$ cat src/rtl/uart_apb_pkg.sv
// ------------------------------------------------------------------
// uart_apb_pkg: shared FSM encoding and default APB addresses.
// Revision: 1.0
// ------------------------------------------------------------------
`default_nettype none

package uart_apb_pkg;

  localparam int APB_DW = 32;

  localparam logic [APB_DW-1:0] RX_ADDR_DFLT  = 32'h0000_0004;
  localparam logic [APB_DW-1:0] TX_ADDR_DFLT  = 32'h0000_0000;
  localparam logic [APB_DW-1:0] CLR_ADDR_DFLT = 32'h0000_0008;

  typedef enum logic [2:0] {
    IDLE       = 3'd0,
    RD_SETUP   = 3'd1,
    RD_ACCESS  = 3'd2,
    CLR_SETUP  = 3'd3,
    CLR_ACCESS = 3'd4,
    WR_SETUP   = 3'd5,
    WR_ACCESS  = 3'd6,
    GAP        = 3'd7
  } state_t;

endpackage

`default_nettype wire

$ cat src/rtl/uart_echo_fifo.sv
// ------------------------------------------------------------------
// uart_echo_fifo: synchronous byte FIFO with flush, power-of-two depth.
// Revision: 1.0
// ------------------------------------------------------------------
`default_nettype none

module uart_echo_fifo #(
  parameter  int FIFO_DEPTH = 4,
  localparam int AW         = $clog2(FIFO_DEPTH)
) (
  input  logic          clk,
  input  logic          rst_n,
  input  logic          flush,
  input  logic          push,
  input  logic [7:0]    wdata,
  input  logic          pop,
  output logic [7:0]    rdata,
  output logic [AW:0]   count,
  output logic          full,
  output logic          empty
);

  localparam logic [AW:0] FULL_CNT = (AW+1)'(FIFO_DEPTH);

  logic [7:0]    mem [FIFO_DEPTH];
  logic [AW-1:0] wr_ptr;
  logic [AW-1:0] rd_ptr;
  logic          do_push;
  logic          do_pop;

  assign full    = (count == FULL_CNT);
  assign empty   = (count == '0);
  assign do_push = push && !full && !flush;
  assign do_pop  = pop && !empty && !flush;
  assign rdata   = mem[rd_ptr];

  always_ff @(posedge clk) begin
    if (do_push) mem[wr_ptr] <= wdata;
  end

  // Pointers wrap naturally because the depth is a power of two
  always_ff @(posedge clk or negedge rst_n) begin
    if (!rst_n) begin
      wr_ptr <= '0;
      rd_ptr <= '0;
      count  <= '0;
    end else if (flush) begin
      wr_ptr <= '0;
      rd_ptr <= '0;
      count  <= '0;
    end else begin
      if (do_push) wr_ptr <= wr_ptr + 1'b1;
      if (do_pop)  rd_ptr <= rd_ptr + 1'b1;
      if (do_push && !do_pop)      count <= count + 1'b1;
      else if (!do_push && do_pop) count <= count - 1'b1;
    end
  end

endmodule

`default_nettype wire

$ cat src/rtl/uart_apb_echo_master.sv
// ------------------------------------------------------------------
// uart_apb_echo_master: APB master echoing UART RX bytes back to TX.
// Build option: ECHO_CASE_SWAP_EN swaps letter case before queuing.
// Revision: 1.0
// ------------------------------------------------------------------
`default_nettype none

module uart_apb_echo_master
  import uart_apb_pkg::*;
#(
  parameter logic [APB_DW-1:0] RX_ADDR        = RX_ADDR_DFLT,
  parameter logic [APB_DW-1:0] TX_ADDR        = TX_ADDR_DFLT,
  parameter logic [APB_DW-1:0] CLR_ADDR       = CLR_ADDR_DFLT,
  parameter int                IRQ_BIT        = 0,
  parameter int                FIFO_DEPTH     = 4,
  parameter int                TX_HOLD_CYCLES = 104170
) (
  input  logic                          pClk,
  input  logic                          pReset,
  input  logic                          enable,
  input  logic [APB_DW-1:0]             IRQ,
  input  logic [APB_DW-1:0]             pReadData,
  output logic                          pSel,
  output logic                          pEnable,
  output logic                          pWrite,
  output logic [APB_DW-1:0]             pAddr,
  output logic [APB_DW-1:0]             pWdata,
  output logic [$clog2(FIFO_DEPTH):0]   fifo_count,
  output logic                          overflow,
  output logic                          busy
);

  localparam int                HW        = (TX_HOLD_CYCLES > 0) ? $clog2(TX_HOLD_CYCLES + 1) : 1;
  localparam logic [HW-1:0]     HOLD_LOAD = HW'(TX_HOLD_CYCLES);
  localparam logic [APB_DW-1:0] CLR_DATA  = APB_DW'(1) << IRQ_BIT;

  state_t      state;
  logic [HW-1:0] hold;
  logic [7:0]  rx_byte;
  logic [7:0]  fifo_rdata;
  logic        fifo_full;
  logic        fifo_empty;
  logic        fifo_push;
  logic        fifo_pop;
  logic        fifo_flush;
  logic        irq_rx;
  logic        unused_inputs;

  assign irq_rx        = IRQ[IRQ_BIT];
  assign unused_inputs = ^{pReadData[APB_DW-1:8], IRQ};

`ifdef ECHO_CASE_SWAP_EN
  // Bit 5 is the ASCII case bit for A-Z / a-z
  assign rx_byte = (((pReadData[7:0] >= 8'h41) && (pReadData[7:0] <= 8'h5A)) ||
                    ((pReadData[7:0] >= 8'h61) && (pReadData[7:0] <= 8'h7A)))
                   ? (pReadData[7:0] ^ 8'h20) : pReadData[7:0];
`else
  assign rx_byte = pReadData[7:0];
`endif

  assign fifo_push  = (state == RD_ACCESS) && !fifo_full;
  assign fifo_pop   = (state == WR_ACCESS);
  assign fifo_flush = (state == IDLE) && !enable;

  uart_echo_fifo #(
    .FIFO_DEPTH (FIFO_DEPTH)
  ) u_fifo (
    .clk   (pClk),
    .rst_n (pReset),
    .flush (fifo_flush),
    .push  (fifo_push),
    .wdata (rx_byte),
    .pop   (fifo_pop),
    .rdata (fifo_rdata),
    .count (fifo_count),
    .full  (fifo_full),
    .empty (fifo_empty)
  );

  // Bus outputs are loaded on entry to each state so they track the state register
  always_ff @(posedge pClk or negedge pReset) begin
    if (!pReset) begin
      state    <= IDLE;
      hold     <= '0;
      overflow <= 1'b0;
      busy     <= 1'b0;
      pSel     <= 1'b0;
      pEnable  <= 1'b0;
      pWrite   <= 1'b0;
      pAddr    <= '0;
      pWdata   <= '0;
    end else begin
      if (state == WR_ACCESS) hold <= HOLD_LOAD;
      else if (hold != '0)    hold <= hold - 1'b1;

      if (fifo_flush)                           overflow <= 1'b0;
      else if ((state == RD_ACCESS) && fifo_full) overflow <= 1'b1;

      case (state)
        IDLE: begin
          if (enable && irq_rx) begin
            state  <= RD_SETUP;
            busy   <= 1'b1;
            pSel   <= 1'b1;
            pWrite <= 1'b0;
            pAddr  <= RX_ADDR;
            pWdata <= '0;
          end else if (enable && !fifo_empty && (hold == '0)) begin
            state  <= WR_SETUP;
            busy   <= 1'b1;
            pSel   <= 1'b1;
            pWrite <= 1'b1;
            pAddr  <= TX_ADDR;
            pWdata <= {{(APB_DW-8){1'b0}}, fifo_rdata};
          end
        end
        RD_SETUP: begin
          state   <= RD_ACCESS;
          pEnable <= 1'b1;
        end
        RD_ACCESS: begin
          state   <= CLR_SETUP;
          pEnable <= 1'b0;
          pWrite  <= 1'b1;
          pAddr   <= CLR_ADDR;
          pWdata  <= CLR_DATA;
        end
        CLR_SETUP: begin
          state   <= CLR_ACCESS;
          pEnable <= 1'b1;
        end
        WR_SETUP: begin
          state   <= WR_ACCESS;
          pEnable <= 1'b1;
        end
        CLR_ACCESS, WR_ACCESS: begin
          state   <= GAP;
          pSel    <= 1'b0;
          pEnable <= 1'b0;
          pWrite  <= 1'b0;
          pAddr   <= '0;
          pWdata  <= '0;
        end
        GAP: begin
          state <= IDLE;
          busy  <= 1'b0;
        end
        default: begin
          state   <= IDLE;
          busy    <= 1'b0;
          pSel    <= 1'b0;
          pEnable <= 1'b0;
          pWrite  <= 1'b0;
          pAddr   <= '0;
          pWdata  <= '0;
        end
      endcase
    end
  end

endmodule

`default_nettype wire

$ cat config.mk
export PLATFORM = sky130hd
export DESIGN_NAME = uart_apb_echo_master
export DESIGN_NICKNAME = d
export VERILOG_FILES = /design/src/rtl/uart_apb_pkg.sv /design/src/rtl/uart_echo_fifo.sv /design/src/rtl/uart_apb_echo_master.sv
export SDC_FILE = /design/constraint.sdc
export NUM_CORES = 1
export LEC_CHECK = 0
export BUFFER_PORTS_ARGS = -buffer_cell sky130_fd_sc_hd__buf_2
export CORE_ASPECT_RATIO = 1.4
export CORE_MARGIN = 3
export CORE_UTILIZATION = 40
export CTS_CLUSTER_SIZE = 8
export DETAILED_ROUTE_END_ITERATION = 7
export PLACE_DENSITY = 0.65
export SLEW_MARGIN = 20
export SYNTH_ARGS = -nofsm -noshare
export SYNTH_HDL_FRONTEND = slang
export SYNTH_SLANG_ARGS = --single-unit
$ cat constraint.sdc
create_clock -name pClk -period 3 [get_ports pClk]
set_input_delay 0.15 -clock pClk [delete_from_list [all_inputs] [get_ports pClk]]
set_output_delay 0.15 -clock pClk [all_outputs]
set_load 0.005 [all_outputs]
==> results of run 1 <==
-- cell type report --
type,count,area [um^2],area share [%]
multi-input cells,217,1530,36.6
well taps,107,134,3.20
repair buffers,32,168,4.01
flip-flops and latches,74,2010,48.1
clock buffers,10,229,5.48
inverters,11,41.3,0.987
clock inverters,6,68.8,1.65
-- cells by family (layout without fill, tap and decap cells) --
family	count (synthesis)	in the layout	share of synthesized area (%)
compound gates	43	43	7.87
xor+xnor	5	5	1.14
fa+ha+maj	7	7	2.47
buf+inv	76	59	13.1
flops	74	74	52.3
mux	20	20	8.81
other cells	1	54	0.0975
simple gates	88	88	14.2
-- registers in the layout (all words and copies together), names as in the netlist, 2 cells and up --
| signal | cells |
|---|---|
| u_fifo.mem | 32 |
| hold | 17 |
| pWdata | 8 |
| state | 3 |
| u_fifo.count | 3 |
| pAddr | 2 |
| u_fifo.rd_ptr | 2 |
| u_fifo.wr_ptr | 2 |
-- layout by cell type, fill, tap and decap left out, types with 2 or more instances in the layout --
| cell type | netlist | layout |
|---|---|---|
| conb_1 | 1 | 54 |
| dfrtp_1 | 42 | 42 |
| edfxtp_1 | 32 | 32 |
| buf_2 | 2 | 29 |
| nor2_1 | 16 | 16 |
| inv_1 | 11 | 11 |
| a21oi_1 | 11 | 11 |
| clkbuf_16 | 0 | 9 |
| or4_1 | 8 | 8 |
| nand3_1 | 8 | 8 |
| o21ai_0 | 8 | 8 |
| mux4_2 | 8 | 8 |
| nor4_1 | 7 | 7 |
| nand2_1 | 7 | 7 |
| nor2b_1 | 7 | 7 |
| mux2_4 | 7 | 7 |
| ha_1 | 6 | 6 |
| and3_1 | 5 | 5 |
| or3_1 | 5 | 5 |
| o31ai_1 | 5 | 5 |
| nor3_1 | 4 | 4 |
| o21ai_1 | 4 | 4 |
| and2_1 | 3 | 3 |
| or4_4 | 3 | 3 |
| xnor2_1 | 3 | 3 |
| mux2_2 | 3 | 3 |
| clkinv_4 | 0 | 3 |
| buf_4 | 54 | 3 |
| a211oi_1 | 2 | 2 |
| or2_2 | 2 | 2 |
| and3b_1 | 2 | 2 |
| xor2_1 | 2 | 2 |
| a22o_1 | 2 | 2 |
| a31oi_1 | 2 | 2 |
| and4_1 | 2 | 2 |
| mux2i_1 | 2 | 2 |
-- routing by layer --
metal / track usage [%] / up-vias
li1: - / 1103
met1: 14.4 / 1124
met2: 23.5 / 70
met3: 4.53 / 11
met4: 5.20 / 0
met5: 0 / -
-- worst max-delay path: cells and delay by family (launching register included) --
family	cells	cell delay [ns]
AOI/OAI and AO/OA	1	0.50
muxes	1	0.46
and+or+nand+nor	2	0.87
adders and majority gates	1	0.16
DFF	1	0.39
buffers and inverters	1	0.12
-- final timing paths --
path                               from                to  slack [ns]
setup / recovery                hold[0]         pWdata[6]        0.37
hold / removal                   pReset          pAddr[2]       -0.04
setup reg to reg                hold[0]         pWdata[6]        0.37
hold reg to reg                pAddr[3]          pAddr[3]        0.48
max in group asynchronous        pReset  u_fifo.rd_ptr[1]        2.43
min in group pClk          pReadData[2]  u_fifo.mem[3][2]        0.03
-- power breakdown --
group          switching, W  internal [W]  leakage [nW]
registers          0.000254       0.00130         0.787
clock network      0.000411      0.000646         0.143
logic              0.000572      0.000601         0.808
-- metrics by stage --
stage	cell area, um^2	util, %	cells
final	4180	45.5	457
after global routing	4180	45.5	457
after CTS	4180	45.5	457
after detailed placement	3880	42.3	441
after global placement	3880	42.3	441
after floorplan	4050	-	367
==> flow_metrics.env, run 1 <==
export IMPL_required_ns=3.22
export IMPL_holdWs_ns=-0.0373
export IMPL_grt_start_max_net_pins=43
export IMPL_viasPerCell=5.05
export IMPL_cp_cell_sequence="inv_1, ha_1, or4b_4, nor4_4, a41oi_2, mux2_4"
export IMPL_coreArea_um2=9180
export IMPL_maxUsedRoutingLayer="met4"
export IMPL_dp_hpwl_um=4740
export IMPL_yosysUniqueCellTypes=56
export IMPL_nets=419
export IMPL_hold_viol=42
export IMPL_timing_fmax_ghz=0.380
export IMPL_synth_area_um2=3850
export IMPL_start_util_pct=41.9
export IMPL_path_clk_slew_ns=0.06
export IMPL_grt_pass1_wl_um=11000
export IMPL_async_reset_ff_share_pct=56.8
export IMPL_remaining_drc_errors=0
export IMPL_syn_inst=314
export IMPL_finalMaxSlewViolations=0
export IMPL_grt_setup_unrepaired="no"
export IMPL_avgSynthCellArea_um2=12.3
export IMPL_clock_skew_ns=0.00536
export IMPL_pre_cts_slack_ns=0.348
export IMPL_post_drt_wl_per_cell_um=14.5
export IMPL_grt_pass1_vias=2289
export IMPL_drt_iter0_markers=94
export IMPL_cp_slowest_stage_delay_ns=0.52
export IMPL_wl_met1_um=2650
export IMPL_drt_pass1_iterations=5
export IMPL_yosysWarnings=0
export IMPL_yosysTopAreaCell="dfrtp_1"
export IMPL_cts_sinks=74
export IMPL_drive_above_1_share_pct=22.0
export IMPL_synthTopCellsByArea="dfrtp_1 (27%), edfxtp_1 (25%), buf_4 (11%)"
export IMPL_cts_setup_buffers=0
export IMPL_dr_wl_met3_um=346
export IMPL_cp_max_fo=12
export IMPL_leakagePower_nw=1.74
export IMPL_area_growth_pct=8.68
export IMPL_hold_path_class="in -> async"
export IMPL_holdBufCountCts=0
export IMPL_synthMostInstantiatedCell="buf_4"
export IMPL_critPathCaptureType="flip-flop"
export IMPL_die_area_um2=10800
export IMPL_tns_ns=0
export IMPL_cp_slowest_cell="or4b_4"
export IMPL_die_w_um=88.9
export IMPL_cts_tree="built"
export IMPL_ioPinCount=139
export IMPL_layout_min_cycle_time_ns=2.63
export IMPL_wl_um=6650
export IMPL_setup_ws_ns=0.371
export IMPL_worstSkewPairLatency_ns=0.33
export IMPL_crit_path_start_kind="flip-flop"
export IMPL_finalCritPeriodShare_pct=87.6
export IMPL_violations="negative hold slack"
export IMPL_die_h_um=122
export IMPL_power_total_w=0.00379
export IMPL_crit_type="reg -> reg"
export IMPL_cp_arrival_ns=2.85
export IMPL_synth_edf_count=32
export IMPL_worst_slew_pin_slew_ns=0.961
export IMPL_clockBufferDepth=2
export IMPL_ys_ff_latch=74
export IMPL_drv_cap=0
export IMPL_final_setup_viol_count=0
export IMPL_track_usage_pct=13.3
export IMPL_ys_flop_type="dfrtp_1"
export IMPL_rows=41
export IMPL_wl_met2_um=3520
export IMPL_port_buffers=29
export IMPL_fillCellCount=838
export IMPL_ant_nets=0
export IMPL_max_slew_margin_rel_pct=35.9
export IMPL_synth_common_cells="buf_4 (54), dfrtp_1 (42), edfxtp_1 (32)"
export IMPL_reg2reg_depth=6
export IMPL_grt_antenna_before_repair=0
export IMPL_grt_overflow=0
export IMPL_num_vias=2308
export IMPL_status="complete, but fails checks"
export IMPL_numCtsBuffers=9
export IMPL_yosysSeqAreaShare_pct=52.3
export IMPL_powerDensity_nw_per_um2=905
export IMPL_cts_resized_gates=0
export IMPL_place_gp_congestion=0.726
export IMPL_cts_root_buffer="clkbuf_16"
export IMPL_ir_drop_mv=0.737
export IMPL_cts_htree_levels=3
export IMPL_n_antenna_cell=0
export IMPL_yosysTopAreaCellShare_pct=27.3
Note: power is estimated with default switching activity, not from simulation.
==> run 2, diff against run 1 <==
CORE_UTILIZATION = 38   (was 40)
PLACE_DENSITY = 0.62   (was 0.65)
==> flow_metrics.env, run 2 (synthesis gave the netlist of run 1 again) <==
export IMPL_status="complete, but fails checks"
export IMPL_violations="negative hold slack"
export IMPL_drt_iter0_markers=151
export IMPL_leakagePower_nw=1.74
export IMPL_path_clk_slew_ns=0.06
export IMPL_cts_htree_levels=3
export IMPL_busiest_layer="met2"
export IMPL_pre_cts_slack_ns=0.359
export IMPL_cts_resized_gates=0
export IMPL_finalCritPeriodShare_pct=86.2
export IMPL_critPathCaptureType="flip-flop"
export IMPL_drt_pass1_iterations=4
export IMPL_max_slew_margin_rel_pct=33.4
export IMPL_layout_commonest_cell="conb_1"
export IMPL_tns_ns=0
export IMPL_ir_drop_mv=0.569
export IMPL_ioPinCount=139
export IMPL_cp_arrival_ns=2.80
export IMPL_post_drt_wl_per_cell_um=13.7
export IMPL_wl_um=6620
export IMPL_drive_above_1_share_pct=22.0
export IMPL_cts_sinks=74
export IMPL_track_usage_pct=12.3
export IMPL_top_regs="u_fifo.mem: 32 flops, hold: 17 flops, pWdata: 8 flops"
export IMPL_layout_cells_non_filler=482
export IMPL_area_growth_pct=9.63
export IMPL_cp_slowest_cell="or4b_4"
export IMPL_clockBufferDepth=2
export IMPL_start_util_pct=39.8
export IMPL_met3_usage_pct=2.04
export IMPL_grt_setup_unrepaired="no"
export IMPL_coreArea_um2=9670
export IMPL_worstSkewPairLatency_ns=0.33
export IMPL_cp_cell_sequence="inv_1, ha_1, or4b_4, nor4_4, a41oi_2, mux2_4"
export IMPL_n_antenna_cell=0
export IMPL_cp_max_fo=12
export IMPL_rows=42
export IMPL_setup_ws_ns=0.413
export IMPL_holdBufCountCts=0
export IMPL_nets=419
export IMPL_power_total_w=0.00378
export IMPL_clockPowerShare_pct=28.4
export IMPL_die_w_um=91.0
export IMPL_viasPerCell=4.83
export IMPL_num_vias=2329
export IMPL_numCtsBuffers=9
export IMPL_drv_cap=0
export IMPL_remaining_drc_errors=0
export IMPL_hold_path_class="in -> async"
export IMPL_timing_fmax_ghz=0.386
export IMPL_cts_setup_buffers=0
export IMPL_dp_cells=466
export IMPL_top_register="u_fifo.mem"
export IMPL_die_area_um2=11400
export IMPL_layout_common_cells="conb_1 (54), dfrtp_1 (42), edfxtp_1 (32), buf_2 (29), nor2_1 (16)"
export IMPL_power_switching_w=0.00123
export IMPL_die_h_um=125
export IMPL_reg2reg_slack_ns=0.41
export IMPL_cts_root_buffer="clkbuf_16"
export IMPL_grt_pass1_vias=2312
export IMPL_layout_min_cycle_time_ns=2.59
export IMPL_cts_tree="built"
export IMPL_grt_antenna_before_repair=0
export IMPL_port_buffers=29
export IMPL_largest_register_ffs=32
export IMPL_clock_skew_ns=0.00478
export IMPL_switching_share_pct=32.6
export IMPL_final_setup_viol_count=0
export IMPL_p_int_w=0.00255
export IMPL_finalMaxSlewViolations=0
export IMPL_crit_path_start_kind="flip-flop"
export IMPL_grt_pass1_wl_um=11200
export IMPL_comb_power_share_pct=30.6
export IMPL_grt_start_max_net_pins=43
export IMPL_worst_slew_pin_slew_ns=1.00
export IMPL_fin_util_pct=43.6
export IMPL_hold_viol=16
export IMPL_dp_hpwl_um=4770
export IMPL_crit_type="reg -> reg"
export IMPL_grt_use_met1_pct=14.1
export IMPL_holdWs_ns=-0.0102
export IMPL_powerDensity_nw_per_um2=897
export IMPL_place_gp_congestion=0.708
export IMPL_ant_nets=0
export IMPL_required_ns=3.22
export IMPL_pwr_share_seq_pct=41.1
export IMPL_cp_slowest_stage_delay_ns=0.52
export IMPL_grt_overflow=0
export IMPL_met2_usage_pct=21.6
[run 2: cell types whose count changed in the layout (fill, tap and decap cells not counted), sizes merged]
| cell | previous run | this run |
|---|---|---|
| inv | 11 | 13 |
| clkbuf | 10 | 9 |
| clkinvlp | 1 | 0 |
[run 2: area by class of cell]
cell class	instances	area, um^2
fillers	909	5450
repair buffers	32	168
multi-input cells	217	1530
clock buffers	9	225
flip-flops and latches	74	2010
clock inverters	7	77.6
well taps	132	165
inverters	11	41.3
[run 2: worst paths after layout]
path	startpoint	to	cells after the start
worst max-delay path	hold[0]	pWdata[1]	6
max in group asynchronous	pReset	state[0]	1
worst min register to register	pAddr[2]	pAddr[2]	1
worst max register to register	hold[0]	pWdata[1]	6
worst min-delay path	pReset	pWdata[4]	1
min in group pClk	pReadData[4]	u_fifo.mem[2][4]	1
[run 2: worst max-delay path, delay by kind of cell, from the launching register on]
kind | cells | cell delay, ns
AO/OA/AOI/OAI | 1 | 0.49
adder cells (fa/ha/maj) | 1 | 0.17
buffers and inverters | 1 | 0.12
flip-flops | 1 | 0.38
multiplexers | 1 | 0.45
AND/OR/NAND/NOR | 2 | 0.86
[run 2: metal layers]
layer | wire length (um) | part of all wire, %
met5 | 0 | 0
met4 | 175 | 2.6
met3 | 253 | 3.8
met2 | 3520 | 53
met1 | 2670 | 40
[run 2: metrics by stage]
| step | area, um^2 | hold slack (ns) |
|---|---|---|
| floorplan | 4050 | -0.146 |
| CTS | 4220 | 0.0137 |
| detailed placement | 3920 | 0.366 |
| global placement | 3920 | 0.362 |
| global route | 4220 | 0.0295 |
| finish | 4220 | -0.0102 |
[run 2: power by group through the flow]
| stage | sequential [W] | clock (W) | combinational [W] |
|---|---|---|---|
| final | 0.00155 | 0.00107 | 0.00116 |
| after global placement | 0.00157 | 0 | 0.00115 |
| after floorplan | 0.00145 | 0 | 0.00103 |
| after detailed placement | 0.00157 | 0 | 0.00118 |
| after CTS | 0.00156 | 0.00111 | 0.00118 |
| after global routing | 0.00159 | 0.00115 | 0.00130 |
==> run 3, diff against run 2 <==
CORE_UTILIZATION = 50   (was 38)
PLACE_DENSITY = 0.78   (was 0.62)
==> flow_metrics.env, run 3 (synthesis gave the netlist of run 1 again) <==
export IMPL_coreArea_um2=7410
export IMPL_finalCritPeriodShare_pct=86.6
export IMPL_pre_cts_slack_ns=0.407
export IMPL_start_util_pct=51.9
export IMPL_layout_min_cycle_time_ns=2.60
export IMPL_hold_viol=0
export IMPL_grt_overflow=0
export IMPL_layout_common_cells="conb_1 (54), dfrtp_1 (42), edfxtp_1 (32), buf_2 (29), nor2_1 (16)"
export IMPL_switching_share_pct=35.2
export IMPL_worst_slew_pin_slew_ns=0.943
export IMPL_clock_skew_ns=0.0103
export IMPL_n_antenna_cell=0
export IMPL_grt_pass1_vias=2364
export IMPL_cp_cell_sequence="inv_1, ha_1, or4b_4, nor4_4, a41oi_2, mux2_4"
export IMPL_top_regs="u_fifo.mem: 32 flops, hold: 17 flops, pWdata: 8 flops"
export IMPL_status="finished, final reports clean"
export IMPL_cts_tree="built"
export IMPL_grt_setup_unrepaired="no"
export IMPL_tns_ns=0
export IMPL_cts_sinks=74
export IMPL_comb_power_share_pct=33.4
export IMPL_cts_setup_buffers=0
export IMPL_cts_htree_levels=3
export IMPL_cp_num_buf_inv=1
export IMPL_cp_top_family="simple AND/OR/NAND/NOR gates"
export IMPL_hold_path_class="in -> reg"
export IMPL_remaining_drc_errors=0
export IMPL_clockPowerShare_pct=22.6
export IMPL_ant_nets=0
export IMPL_critPathCaptureType="flip-flop"
export IMPL_path_clk_slew_ns=0.08
export IMPL_die_area_um2=8800
export IMPL_timing_fmax_ghz=0.385
export IMPL_die_w_um=80.1
export IMPL_power_total_w=0.00355
export IMPL_holdWs_ns=0.0166
export IMPL_layout_commonest_cell="conb_1"
export IMPL_grt_start_max_net_pins=43
export IMPL_cp_arrival_ns=2.83
export IMPL_drt_iter0_markers=87
export IMPL_max_slew_margin_rel_pct=37.1
export IMPL_powerDensity_nw_per_um2=862
export IMPL_largest_register_ffs=32
export IMPL_cts_root_buffer="clkbuf_8"
export IMPL_nets=423
export IMPL_track_usage_pct=17.0
export IMPL_num_vias=2352
export IMPL_grt_pass1_wl_um=11400
export IMPL_drive_above_1_share_pct=22.0
export IMPL_leakagePower_nw=1.71
export IMPL_worstSkewPairLatency_ns=0.35
export IMPL_cp_max_fo=12
export IMPL_ir_drop_mv=0.441
export IMPL_post_drt_wl_per_cell_um=15.3
export IMPL_area_growth_pct=6.99
export IMPL_wl_um=6890
export IMPL_pwr_share_seq_pct=44.0
export IMPL_cp_slowest_cell="or4b_4"
export IMPL_crit_type="reg -> reg"
export IMPL_required_ns=3.23
export IMPL_clockBufferDepth=2
export IMPL_crit_path_start_kind="flip-flop"
export IMPL_place_gp_congestion=0.802
export IMPL_finalMaxSlewViolations=0
export IMPL_setup_ws_ns=0.403
export IMPL_port_buffers=29
export IMPL_drt_pass1_iterations=4
export IMPL_power_switching_w=0.00125
export IMPL_grt_antenna_before_repair=0
export IMPL_viasPerCell=5.22
export IMPL_dp_hpwl_um=4770
export IMPL_p_int_w=0.00230
export IMPL_ioPinCount=139
export IMPL_cp_slowest_stage_delay_ns=0.52
export IMPL_final_setup_viol_count=0
export IMPL_drv_cap=0
export IMPL_rows=37
export IMPL_numCtsBuffers=9
export IMPL_die_h_um=110
export IMPL_top_register="u_fifo.mem"
## run 3: cell count changes in the layout (fill, tap and decap cells not counted)
cell / previous run / this run
clkbuf_16: 9 / 0
inv_6: 2 / 4
dlygate4sd3_1: 0 / 4
clkinvlp_4: 0 / 1
clkinv_4: 3 / 1
clkinv_1: 1 / 0
clkbuf_8: 0 / 9
## run 3: power groups by stage
stage / combinational, W / sequential [W] / clock (W)
2_1_floorplan: 0.00103 / 0.00145 / 0
3_3_place_gp: 0.00114 / 0.00157 / 0
3_5_place_dp: 0.00119 / 0.00158 / 0
4_1_cts: 0.00120 / 0.00156 / 0.000819
5_1_grt: 0.00132 / 0.00161 / 0.000862
6_report: 0.00118 / 0.00156 / 0.000802
## run 3: layout make-up
type	instances	area, um^2
inverters	11	41.3
clock buffers	9	124
repair buffers	36	208
clock inverters	7	81.3
multi-input cells	217	1530
flip-flops and latches	74	2010
fillers	628	3290
well taps	97	121
## run 3: metrics by stage
| step | utilization [%] | instance area (um^2) | std cells |
|---|---|---|---|
| 6_report | 55.6 | 4120 | 451 |
| 4_1_cts | 55.6 | 4120 | 451 |
| 5_1_grt | 55.6 | 4120 | 451 |
| 3_5_place_dp | 52.3 | 3870 | 431 |
| 2_1_floorplan | - | 4050 | 367 |
| 3_3_place_gp | 52.3 | 3870 | 431 |
## run 3: per-layer routing
layer	track usage, %	vias up	share of wire (%)
li1	-	1115	-
met1	19.4	1171	39
met2	29.9	51	54
met3	4.02	15	4.0
met4	7.61	0	2.4
met5	0	-	0
## run 3: final timing paths
check                      slack (ns)  depth (start not counted)          endpoint          from
setup / recovery                 0.40                          6         pWdata[0]       hold[0]
max in group asynchronous        1.92                          2           hold[9]        pReset
min in group asynchronous        0.49                          2           hold[7]        pReset
setup reg to reg                 0.40                          6         pWdata[0]       hold[0]
hold reg to reg                  0.50                          2          overflow      overflow
hold / removal                   0.02                          1  u_fifo.mem[3][0]  pReadData[0]
## run 3: worst register-to-register path, cell delays in order (launching register included)
cell     delay, ns
dfrtp_1       0.39
inv_1         0.12
ha_1          0.15
or4b_4        0.52
nor4_4        0.33
a41oi_2       0.52
mux2_4        0.47
## run 3: what timing repair did
action                                 4_1_cts  5_1_grt
endpoints found under the hold margin       53        0
resized for setup                            0        0
hold buffers                                 4        0
